### config.mk
export PLATFORM = sky130hd
export DESIGN_NAME = prog_step_counter_flat
export DESIGN_NICKNAME = d
export VERILOG_FILES = /design/src/rtl/prog_step_counter_if.sv /design/src/rtl/prog_step_counter.sv /design/src/flat_wrapper.sv
export SDC_FILE = /design/constraint.sdc
export NUM_CORES = 1
export LEC_CHECK = 0
export CAP_MARGIN = 20
export CELL_PAD_IN_SITES_DETAIL_PLACEMENT = 2
export CELL_PAD_IN_SITES_GLOBAL_PLACEMENT = 2
export CORE_ASPECT_RATIO = 1.4
export CORE_UTILIZATION = 26
export CTS_CLUSTER_SIZE = 16
export DETAILED_ROUTE_END_ITERATION = 6
export GPL_TIMING_DRIVEN = 0
export PLACE_DENSITY_LB_ADDON = 0.12
export SYNTH_ARGS = -nofsm -noshare
export SYNTH_HDL_FRONTEND = slang
export SYNTH_SLANG_ARGS = --single-unit
### constraint.sdc
create_clock -name clk -period 5.4 [get_ports clk]
set_clock_uncertainty 0.05 [all_clocks]
set_input_delay 0.54 -clock clk [delete_from_list [all_inputs] [get_ports clk]]
set_output_delay 0.54 -clock clk [all_outputs]
set_load 0.005 [all_outputs]
### src/rtl/prog_step_counter_if.sv
// Control and status bundle for prog_step_counter.
// The master drives the controls and the slave (the counter) returns its status.
interface prog_step_counter_if #(
    parameter int WIDTH = 4
) ();
    logic             load;
    logic             count_en;
    logic [1:0]       c;
    logic             sat;
    logic [WIDTH-1:0] data_in;
    logic             clr_ovf;
    logic [WIDTH-1:0] count;
    logic             wrap;
    logic             at_max;
    logic             at_zero;
    logic             ovf_sticky;

    modport master (
        output load, count_en, c, sat, data_in, clr_ovf,
        input  count, wrap, at_max, at_zero, ovf_sticky
    );

    modport slave (
        input  load, count_en, c, sat, data_in, clr_ovf,
        output count, wrap, at_max, at_zero, ovf_sticky
    );
endinterface

### src/rtl/prog_step_counter.sv
// Programmable up/down counter over the range 0..MAX_VAL, with wrap or saturate behaviour.
// It raises a one-cycle wrap/clip pulse and holds a sticky overflow flag.
module prog_step_counter #(
    parameter int                WIDTH   = 4,
    parameter int unsigned       STEP    = 3,
    parameter longint unsigned   MAX_VAL = (64'd1 << WIDTH) - 64'd1
) (
    input  logic                 clk,
    input  logic                 reset,
    prog_step_counter_if.slave   bus
);
    typedef logic [WIDTH:0] ext_t;
    typedef enum logic [1:0] {
        MODE_STEP = 2'b00,
        MODE_INC  = 2'b01,
        MODE_DEC  = 2'b10,
        MODE_HOLD = 2'b11
    } mode_e;

    localparam ext_t             MAX_E  = ext_t'(MAX_VAL);
    localparam ext_t             STEP_E = ext_t'(STEP);
    localparam logic [WIDTH-1:0] MAX_W  = MAX_E[WIDTH-1:0];

    logic [WIDTH-1:0] count_q, count_nxt;
    logic             wrap_q, wrap_nxt;
    logic             ovf_q;
    ext_t             incr, sum, wrapped;
    mode_e            mode;

    assign mode = mode_e'(bus.c);

    // The sum is one bit wider than count, so the carry survives the range check.
    always_comb begin
        count_nxt = count_q;
        wrap_nxt  = 1'b0;
        incr      = (mode == MODE_STEP) ? STEP_E : ext_t'(1);
        sum       = {1'b0, count_q} + incr;
        wrapped   = sum - (MAX_E + ext_t'(1));
        if (bus.load) begin
            count_nxt = ({1'b0, bus.data_in} > MAX_E) ? MAX_W : bus.data_in;
        end else if (bus.count_en) begin
            case (mode)
                MODE_STEP, MODE_INC: begin
                    if (sum > MAX_E) begin
                        wrap_nxt  = 1'b1;
                        count_nxt = bus.sat ? MAX_W : wrapped[WIDTH-1:0];
                    end else begin
                        count_nxt = sum[WIDTH-1:0];
                    end
                end
                MODE_DEC: begin
                    if (count_q == '0) begin
                        wrap_nxt  = 1'b1;
                        count_nxt = bus.sat ? '0 : MAX_W;
                    end else begin
                        count_nxt = count_q - 1'b1;
                    end
                end
                default: count_nxt = count_q;
            endcase
        end
    end

    always_ff @(posedge clk) begin
        if (!reset) begin
            count_q <= '0;
            wrap_q  <= 1'b0;
            ovf_q   <= 1'b0;
        end else begin
            count_q <= count_nxt;
            wrap_q  <= wrap_nxt;
            if (wrap_nxt)
                ovf_q <= 1'b1;
            else if (bus.clr_ovf)
                ovf_q <= 1'b0;
        end
    end

    assign bus.count      = count_q;
    assign bus.wrap       = wrap_q;
    assign bus.ovf_sticky = ovf_q;
    assign bus.at_max     = (count_q == MAX_W);
    assign bus.at_zero    = (count_q == '0);
endmodule
### src/flat_wrapper.sv
// flat-port wrapper written by rule: the top's interface ports become plain ports
module prog_step_counter_flat 
#(
    parameter int                WIDTH   = 4,
    parameter int unsigned       STEP    = 3,
    parameter longint unsigned   MAX_VAL = (64'd1 << WIDTH) - 64'd1
)
  (clk, reset, bus_load, bus_count_en, bus_c, bus_sat, bus_data_in, bus_clr_ovf, bus_count, bus_wrap, bus_at_max, bus_at_zero, bus_ovf_sticky);
  prog_step_counter_if #(.WIDTH(WIDTH)) bus_i ();
  input  logic clk;
  input  logic reset;
  input wire logic [$bits(bus_i.load)-1:0] bus_load;
  input wire logic [$bits(bus_i.count_en)-1:0] bus_count_en;
  input wire logic [$bits(bus_i.c)-1:0] bus_c;
  input wire logic [$bits(bus_i.sat)-1:0] bus_sat;
  input wire logic [$bits(bus_i.data_in)-1:0] bus_data_in;
  input wire logic [$bits(bus_i.clr_ovf)-1:0] bus_clr_ovf;
  output wire logic [$bits(bus_i.count)-1:0] bus_count;
  output wire logic [$bits(bus_i.wrap)-1:0] bus_wrap;
  output wire logic [$bits(bus_i.at_max)-1:0] bus_at_max;
  output wire logic [$bits(bus_i.at_zero)-1:0] bus_at_zero;
  output wire logic [$bits(bus_i.ovf_sticky)-1:0] bus_ovf_sticky;
  assign bus_i.load = bus_load;
  assign bus_i.count_en = bus_count_en;
  assign bus_i.c = bus_c;
  assign bus_i.sat = bus_sat;
  assign bus_i.data_in = bus_data_in;
  assign bus_i.clr_ovf = bus_clr_ovf;
  assign bus_count = bus_i.count;
  assign bus_wrap = bus_i.wrap;
  assign bus_at_max = bus_i.at_max;
  assign bus_at_zero = bus_i.at_zero;
  assign bus_ovf_sticky = bus_i.ovf_sticky;
  prog_step_counter #(.WIDTH(WIDTH), .STEP(STEP), .MAX_VAL(MAX_VAL)) u_core (.clk(clk), .reset(reset), .bus(bus_i));
endmodule
== Yosys cells after proc, flatten, opt, wreduce, memory -nomap -nowiden ==
Index checks and enable logic that the tools add are counted.

* Flip-flop bits (word level): 6
* Bits of input ports: 12
* Output and inout port bits: 8
* Word-level logic and storage cells: 32

* Add/sub/neg operators: 3
* Order comparisons: 1
* Equal/unequal tests: 3
* Muxes and demuxes: 15
* Reductions and logical operators: 7

{| class="wikitable"
|+ Operators with widths
! cell !! count
|-
| 4-bit two-way mux || 6
|-
| 4-bit case mux with 2 select lines || 1
|-
| 4-bit by 1-bit subtractor with 4-bit output (second input constant) || 2
|-
| 1-bit two-way mux || 6
|-
| 4-bit by 2-bit adder with 5-bit output || 1
|-
| 5-bit by 4-bit > comparator with 1-bit output (second input constant) || 1
|-
| 4-bit == test (second input constant) || 1
|-
| 4-bit logical NOT || 1
|-
| 2-bit nonzero test || 2
|-
| 3-bit nonzero test || 1
|-
| 2-bit by 1-bit == test with 1-bit output (second input constant) || 1
|-
| 2-bit == test (second input constant) || 1
|-
| 2-bit logical NOT || 1
|-
| 2-bit two-way mux || 1
|-
| 1-bit case mux with 2 select lines || 1
|-
| 2-bit AND reduction || 1
|-
| 2-bit OR reduction || 1
|}

== Depth between registers and ports, before layout ==
Gate-level depths: netlist of the first run.

* Depth in word-level cells: 9
* Depth in mapped cells: 8
* Depth with buffers taken out: 7

== Worst setup path before layout of the first run ==
Ideal clock, no wire load.

* Kind: input-to-reg
* Start: input bus_c[1]
* End: register u_core.count_q[0], in the netlist u_core.bus.count[0]
* Arrival: 1.925 ns
* Path slack: 3.365 ns
* Cell stages on the path: 8
* Buffers on the path: 1
* Cells stage by stage: buf_2 > nor2_1 > inv_1 > fa_1 > and3b_1 > a21oi_1 > o21ai_0 > a32o_1

* Cells in the longest elaborated chain, start to end: 8
* Elaborated cells on any way between the ends: 13
* Those cells by class: add/sub (1); order compare (1); eq/ne (2); mux (5); reduce/logical (4)

{| class="wikitable"
|+ RTL lines
! what !! RTL line !! source
|-
| start, declared || flat_wrapper.sv:14 || <nowiki>input wire logic [$bits(bus_i.c)-1:0] bus_c;</nowiki>
|-
| 2-bit logical NOT || prog_step_counter.sv:36, prog_step_counter.sv:42 ||
|-
| 2-bit two-way mux || prog_step_counter.sv:36 || <nowiki>incr = (mode == MODE_STEP) ? STEP_E : ext_t'(1);</nowiki>
|-
| 4-bit by 2-bit adder with 5-bit output || prog_step_counter.sv:37 || <nowiki>sum = {1'b0, count_q} + incr;</nowiki>
|-
| 5-bit by 4-bit > comparator with 1-bit output || prog_step_counter.sv:44 || <nowiki>if (sum > MAX_E) begin</nowiki>
|-
| 4-bit two-way mux || prog_step_counter.sv:44 ||
|-
| 4-bit case mux with 2 select lines || prog_step_counter.sv:42 || <nowiki>case (mode)</nowiki>
|-
| 4-bit two-way mux || prog_step_counter.sv:41 || <nowiki>end else if (bus.count_en) begin</nowiki>
|-
| 4-bit two-way mux || prog_step_counter.sv:39 || <nowiki>if (bus.load) begin</nowiki>
|-
| end signal, assigned || prog_step_counter.sv:70 || <nowiki>count_q <= count_nxt;</nowiki>
|-
| end, declared || prog_step_counter.sv:24 || <nowiki>logic [WIDTH-1:0] count_q, count_nxt;</nowiki>
|}

Parallel ways exist; a longest one is shown, timed or not. The select of a mux whose other input is x is not followed.
A chain may end at the register's enable or synchronous reset.

== Final worst setup path of the first run ==
* Start: register u_core.count_q[0], in the netlist u_core.bus.count[0]
* End: output bus_at_zero

* Cells in the longest elaborated chain, start to end: 1

{| class="wikitable"
|+ RTL lines
! what !! RTL line !! source
|-
| 4-bit logical NOT || prog_step_counter.sv:83 || <nowiki>assign bus.at_zero = (count_q == '0);</nowiki>
|-
| end, declared || flat_wrapper.sv:21 || <nowiki>output wire logic [$bits(bus_i.at_zero)-1:0] bus_at_zero;</nowiki>
|}

No other way between the ends.

==> results of run 1 <==
-- layout by cell type (no fill, tap or decap), types with 2 or more instances in the layout --
master and count:
o2bb2ai_1 2, a21boi_0 2, nor2_1 4, nand2b_1 2, dfxtp_1 6, buf_2 2, nand2_1 5, clkbuf_4 3
buf_6 2, o22ai_1 2, nor3_1 2, a21oi_1 3, ha_1 4, nand3b_1 2, a31oi_1 2, a22o_1 2
clkdlybuf4s50_1 18, nand3_1 3, o31ai_1 2, o21ai_0 5, inv_1 5
-- cell usage after synthesis, drive strengths merged, types with 2 or more instances --
library cell,n,area [um2]
a21boi,2,15.0
a21oi,3,15.0
a22o,2,17.5
a31oi,2,12.5
buf,4,32.5
dfxtp,6,120
ha,4,50.1
inv,5,18.8
nand2,5,18.8
nand2b,2,12.5
nand3,3,15.0
nand3b,2,15.0
nor2,4,15.0
nor3,2,10.0
o21ai,6,30.0
o22ai,2,12.5
o2bb2ai,2,17.5
o31ai,2,15.0
-- worst max-delay path: stages (launching register included) --
cell and delay, ns:
dfxtp_1 0.38, inv_1 0.18, ha_1 0.25, nor3b_4 0.33, clkdlybuf4s50_1 0.56
-- state kept, by name, summed over array words and instances, names as in the netlist --
| register | count |
|---|---|
| u_core.bus.wrap | 1 |
| u_core.bus.count | 4 |
| u_core.bus.ovf_sticky | 1 |
-- final cells by class --
class                   instances  area (um2)  share of cell area [%]
multi-input cells              59         429                    51.7
repair buffers                 18         180                    21.7
inverters                       5        18.8                    2.26
flip-flops and latches          6         120                    14.5
clock buffers                   3        22.5                    2.71
well taps                      22        27.5                    3.31
plain buffers                   4        32.5                    3.92
-- routing by layer --
layer  up-vias  part of all wire [%]  global-route usage, %
li1        321                     -                      -
met1       316                    42                   20.3
met2         8                    57                   31.6
met3         0                   1.0                   2.76
met4         0                     0                   2.68
met5         -                     0                      0
-- metrics by stage --
stage	instances	util [%]	setup WS, ns	hold slack [ns]
after floorplan	74	-	3.36	0.423
after global placement	114	37.1	2.75	0.421
after detailed placement	114	37.1	2.73	0.430
after CTS	117	38.2	2.84	0.487
after global routing	117	38.2	2.74	0.503
final	117	38.2	2.87	0.479
-- how the worst max path moves through the flow --
stage | cells after the start | slack [ns] | endpoint | startpoint
after floorplan | 8 | 3.36 | u_core.bus.count[0] | bus_c[1]
after global placement | 8 | 2.75 | u_core.bus.count[0] | bus_c[0]
after detailed placement | 8 | 2.73 | u_core.bus.count[0] | bus_c[0]
after CTS | 4 | 2.84 | bus_at_zero | u_core.bus.count[0]
after global routing | 4 | 2.74 | bus_at_zero | u_core.bus.count[0]
final | 4 | 2.87 | bus_at_zero | u_core.bus.count[0]
-- cell families after synthesis --
logic type                 count (synthesis)
buffers and inverters                      9
AOI/OAI and AO/OA                         28
DFF                                        6
xor gates and xnor gates                   1
and+or+nand+nor                           23
muxes                                      2
adders and majority gates                  5
-- where the power goes --
part	switching, uW	total, uW	internal (uW)
clock network	16.0	41.2	25.1
registers	4.01	51.3	47.3
logic	31.8	66.1	34.3
total	51.8	159	107
==> metrics.md, run 1 <==
| Metric | Value |
|---|---|
| RSZ-0062 raised after global routing | no |
| Reg2reg start | u_core.bus.count[0] |
| Clk_lat worst skew | 0.24 ns |
| Post-synthesis async set-or-reset flop share | 0% |
| Critical setup path kind | reg2out |
| First-pass GRT wire length | 3230 um |
| Total chip power | 159 uW |
| Worst Hold End | u_core.bus.ovf_sticky |
| Post-CTS setup buffer count | 0 |
| Hold-fix buffers, CTS | 0 |
| Critical path arrival | 1.94 ns |
| Hold WC Path Type | reg2reg |
| Max frequency | 0.396 GHz |
| Post-Synth XOR/XNOR Area | 1.46% |
| Die H | 58.9 um |
| Diodes inserted | 0 |
| Reg2reg setup slack | 3.37 ns |
| Final Critical Period | 2.53 ns |
| Yosys cell types | 36 |
| Hpwl dp | 1580 um |
| Startpoint types | flip-flop |
| Initial Util | 27.6% |
| Clock-pin slew on the worst setup and hold paths | 0.05 ns |
| FP Rows | 20 |
| Post-CTS sizing | 0 |
| Share of cells above drive strength 1 | 9.47% |
| PwrDens | 191 nW/um2 |
| Synth Area in Simple Gates | 22.1% |
| Max Transition Viols Final | 0 |
| Io pins | 20 |
| Final setup violation count | 0 |
| Die area | 2510 um2 |
| Vias | 645 |
| Final period util | 46.8% |
| Register-to-Register Path Depth | 6 |
| Largest family of logic cells by synthesized area | compound AO/OA/AOI/OAI gates |
| Mapped Area | 601 um2 |
| Fin nets | 114 |
| Vias in the first global route | 694 |
| MaxCap Viol Count | 0 |
| Clk root buf | clkbuf_4 |
| Worst-path fanout max | 8 |
| WHS Path Cells | 2 |
| YS warnings | 0 |
| Initial antenna violation count | 0 |
| Total congestion overflow | 0 |
| Synth Area in Compound Gates | 32.7% |
| Vias/cell | 5.51 |
| Worst setup EP type | output port |
| Filler instances | 264 |
| IO Port Bufs | 18 |
| Final Hold Vio Count | 0 |
| Final instance area | 831 um2 |
| Clock Sinks | 6 |
| Worst slew pin tran | 0.452 ns |
| Routed WL per cell | 17.0 um |
| Final Wtd Congestion | 0.770 |
| Pin count of the biggest net entering global routing | 11 |
| Max rail drop VDD | 89.1 uV |
| Drt pass-1 iters | 2 |
| CTS Buf Count | 3 |
| CTS tree | yes |
| DRC violations left | 0 |
| CORE AREA | 2180 um2 |
| Critical Path RT | 4.81 ns |
| Syn nets | 91 |
| EDFF count, synth | 0 |
| Slew HR | 69.6% |
| CTS max path bufs | 2 |
| Sequential area share after synthesis | 20.0% |
| Dominant synthesized flop cell | dfxtp_1 |
| Number of synthesized register bits | 6 |
| Syn_area_per_cell | 8.12 um2 |
| GRT Overall Usage | 16.9% |
| Area Growth Syn to Fin | 38.3% |
| Setup tns final | 0 ns |
| FF-to-FF End | u_core.bus.count[0] |
| Adder-Cell Fraction of Synth Area | 11.7% |
| Final WL | 1980 um |
| Die Width | 42.6 um |
| Syn Inst Count | 74 |
| Dpl cell area | 808 um2 |
| Min-delay src | u_core.bus.ovf_sticky |
| Mux share of post-synthesis cell area | 3.54% |
| Number of DRC markers in iteration 0 | 6 |
| Status | finished clean |
| LEAKAGE | 0.000320 uW |
| H-tree depth | 1 |
| Final ANT Viol Nets | 0 |
Power figures use the tool's default switching activity.
==> run 2, diff against run 1 <==
CORE_UTILIZATION = 22   (was 26)
clock period = 2.3 ns   (was 5.4 ns; I/O delays follow)
==> metrics.md, run 2 (synthesis results as in run 1) <==
| Metric | Value |
|---|---|
| Status | finished clean |
| Clk root buf | clkbuf_4 |
| Die Width | 46.2 um |
| Initial antenna violation count | 0 |
| Critical Path RT | 2.02 ns |
| Final Util | 33.2% |
| LEAKAGE | 0.000339 uW |
| Critical path arrival | 1.85 ns |
| Final Hold Vio Count | 0 |
| CTS Buf Count | 3 |
| Worst-path fanout max | 8 |
| Commonest non-fill, non-tap cells in the layout | clkdlybuf4s50_1 (17), dfxtp_1 (6), inv_1 (5), nand2_1 (5), o21ai_0 (5) |
| Largest stage delay on the critical path | 0.54 ns |
| Area Growth Syn to Fin | 44.6% |
| Place WS | -0.163 ns |
| RSZ-0062 raised after global routing | no |
| Final WL | 2050 um |
| Clock Sinks | 6 |
| MaxCap Viol Count | 0 |
| Final setup violation count | 0 |
| H-tree depth | 1 |
| Largest register FFs | 4 |
| Vias in the first global route | 725 |
| Fin cells | 133 |
| Io pins | 20 |
| Setup tns final | 0 ns |
| Total congestion overflow | 0 |
| Worst setup EP type | output port |
| Final worst slack | 0.174 ns |
| CORE AREA | 2620 um2 |
| Critical setup path kind | reg2out |
| Worst Path Buf+Inv | 2 |
| Final Critical Period | 2.13 ns |
| Pin count of the biggest net entering global routing | 11 |
| Max frequency | 0.470 GHz |
| Die area | 2950 um2 |
| FP Rows | 22 |
| CTS max path bufs | 2 |
| PwrDens | 439 nW/um2 |
| Drt pass-1 iters | 4 |
| Startpoint types | flip-flop |
| Initial Util | 23.0% |
| Total chip power | 381 uW |
| Max Transition Viols Final | 0 |
| Final period util | 92.4% |
| Placed Instances | 128 |
| Number of DRC markers in iteration 0 | 6 |
| Commonest non-fill, non-tap cell in the layout | clkdlybuf4s50_1 |
| GRT Overall Usage | 15.7% |
| Largest delay share family, worst path | buffers and inverters |
| Worst slew pin tran | 0.413 ns |
| Cell Chain, Critical Path | inv_1 -> ha_1 -> nor3b_4 -> clkdlybuf4s50_1 |
| Share of cells above drive strength 1 | 12.4% |
| Hold WC Path Type | in2reg |
| Slew HR | 72.2% |
| Vias | 671 |
| First-pass GRT wire length | 3390 um |
| Routed WL per cell | 15.4 um |
| DRC violations left | 0 |
| Max rail drop VDD | 158 uV |
| Fin nets | 116 |
| Critical path's slowest cell | clkdlybuf4s50_1 |
| Diodes inserted | 0 |
| Critical path origin | u_core.bus.count[0] |
| Min-delay src | bus_c[1] |
| Final ANT Viol Nets | 0 |
| Final Wtd Congestion | 0.714 |
| Vias/cell | 5.05 |
| Reg2reg start | u_core.bus.count[0] |
| Die H | 63.8 um |
| Clk_lat worst skew | 0.24 ns |
| CTS tree | yes |
| IO Port Bufs | 18 |
| Clock-pin slew on the worst setup and hold paths | 0.05 ns |
| Hpwl dp | 1650 um |
-- run 2: cell types whose count changed in the layout (fill, tap and decap cells not counted) --
cell	change
clkdlybuf4s50_1	-1
nor2_1	-1
nor2_2	+1
dlymetal6s2s_1	+1
buf_4	+2
-- run 2: path summary, 6_finish.rpt --
kind	cells after the start	slack, ns	end
max	4	0.17	bus_at_zero
min	3	0.45	u_core.bus.count[1]
max reg2reg	6	0.21	u_core.bus.count[0]
min reg2reg	2	0.46	u_core.bus.ovf_sticky
-- run 2: tightest hold or removal path, delay by kind of cell --
kind / cells / cell delay, ns
buffers and inverters: 1 / 0.18
AOI/OAI and AO/OA: 2 / 0.28
-- run 2: routing by layer --
layer	routed length, um	up-vias	part of all wire, %	global-route usage [%]
met5	0	-	0	0
met4	19	0	0.93	5.51
met3	34	2	1.7	1.69
met2	1190	14	58	28.2
met1	811	329	40	18.0
li1	-	326	-	-
-- run 2: cell type report --
| cell class | count | area [um2] |
|---|---|---|
| repair buffers | 20 | 198 |
| flip-flops and latches | 6 | 120 |
| plain buffers | 4 | 32.5 |
| fillers | 298 | 1750 |
| clock buffers | 3 | 22.5 |
| inverters | 5 | 18.8 |
| well taps | 36 | 45.0 |
| multi-input cells | 59 | 432 |
-- run 2: power breakdown --
group          internal (uW)  switching, uW  leakage, uW  total, uW
clock                   59.1           38.9    0.0000138       98.0
combinational           86.5           76.3     0.000276        163
sequential               111           9.59    0.0000493        121
total                    257            125     0.000339        381
-- run 2: repair_timing --
| action | CTS | global route |
|---|---|---|
| buffers inserted | 0 | 2 |
| endpoints found under the setup margin | 0 | 2 |
| hold buffers | 0 | 0 |
| resized for setup | 0 | 2 |
-- run 2: metrics by stage --
step	cell area, um2	hold slack [ns]
final	868	0.452
after global routing	868	0.473
after CTS	848	0.449
after detailed placement	826	0.451
after global placement	826	0.425
after floorplan	601	0.297
==> run 3, diff against run 2 <==
GPL_ROUTABILITY_DRIVEN = 0   (was unset)
SLEW_MARGIN = 15   (was unset)
==> results of run 3 <==
Final layout, timing and power as in run 2 (identical DEF).
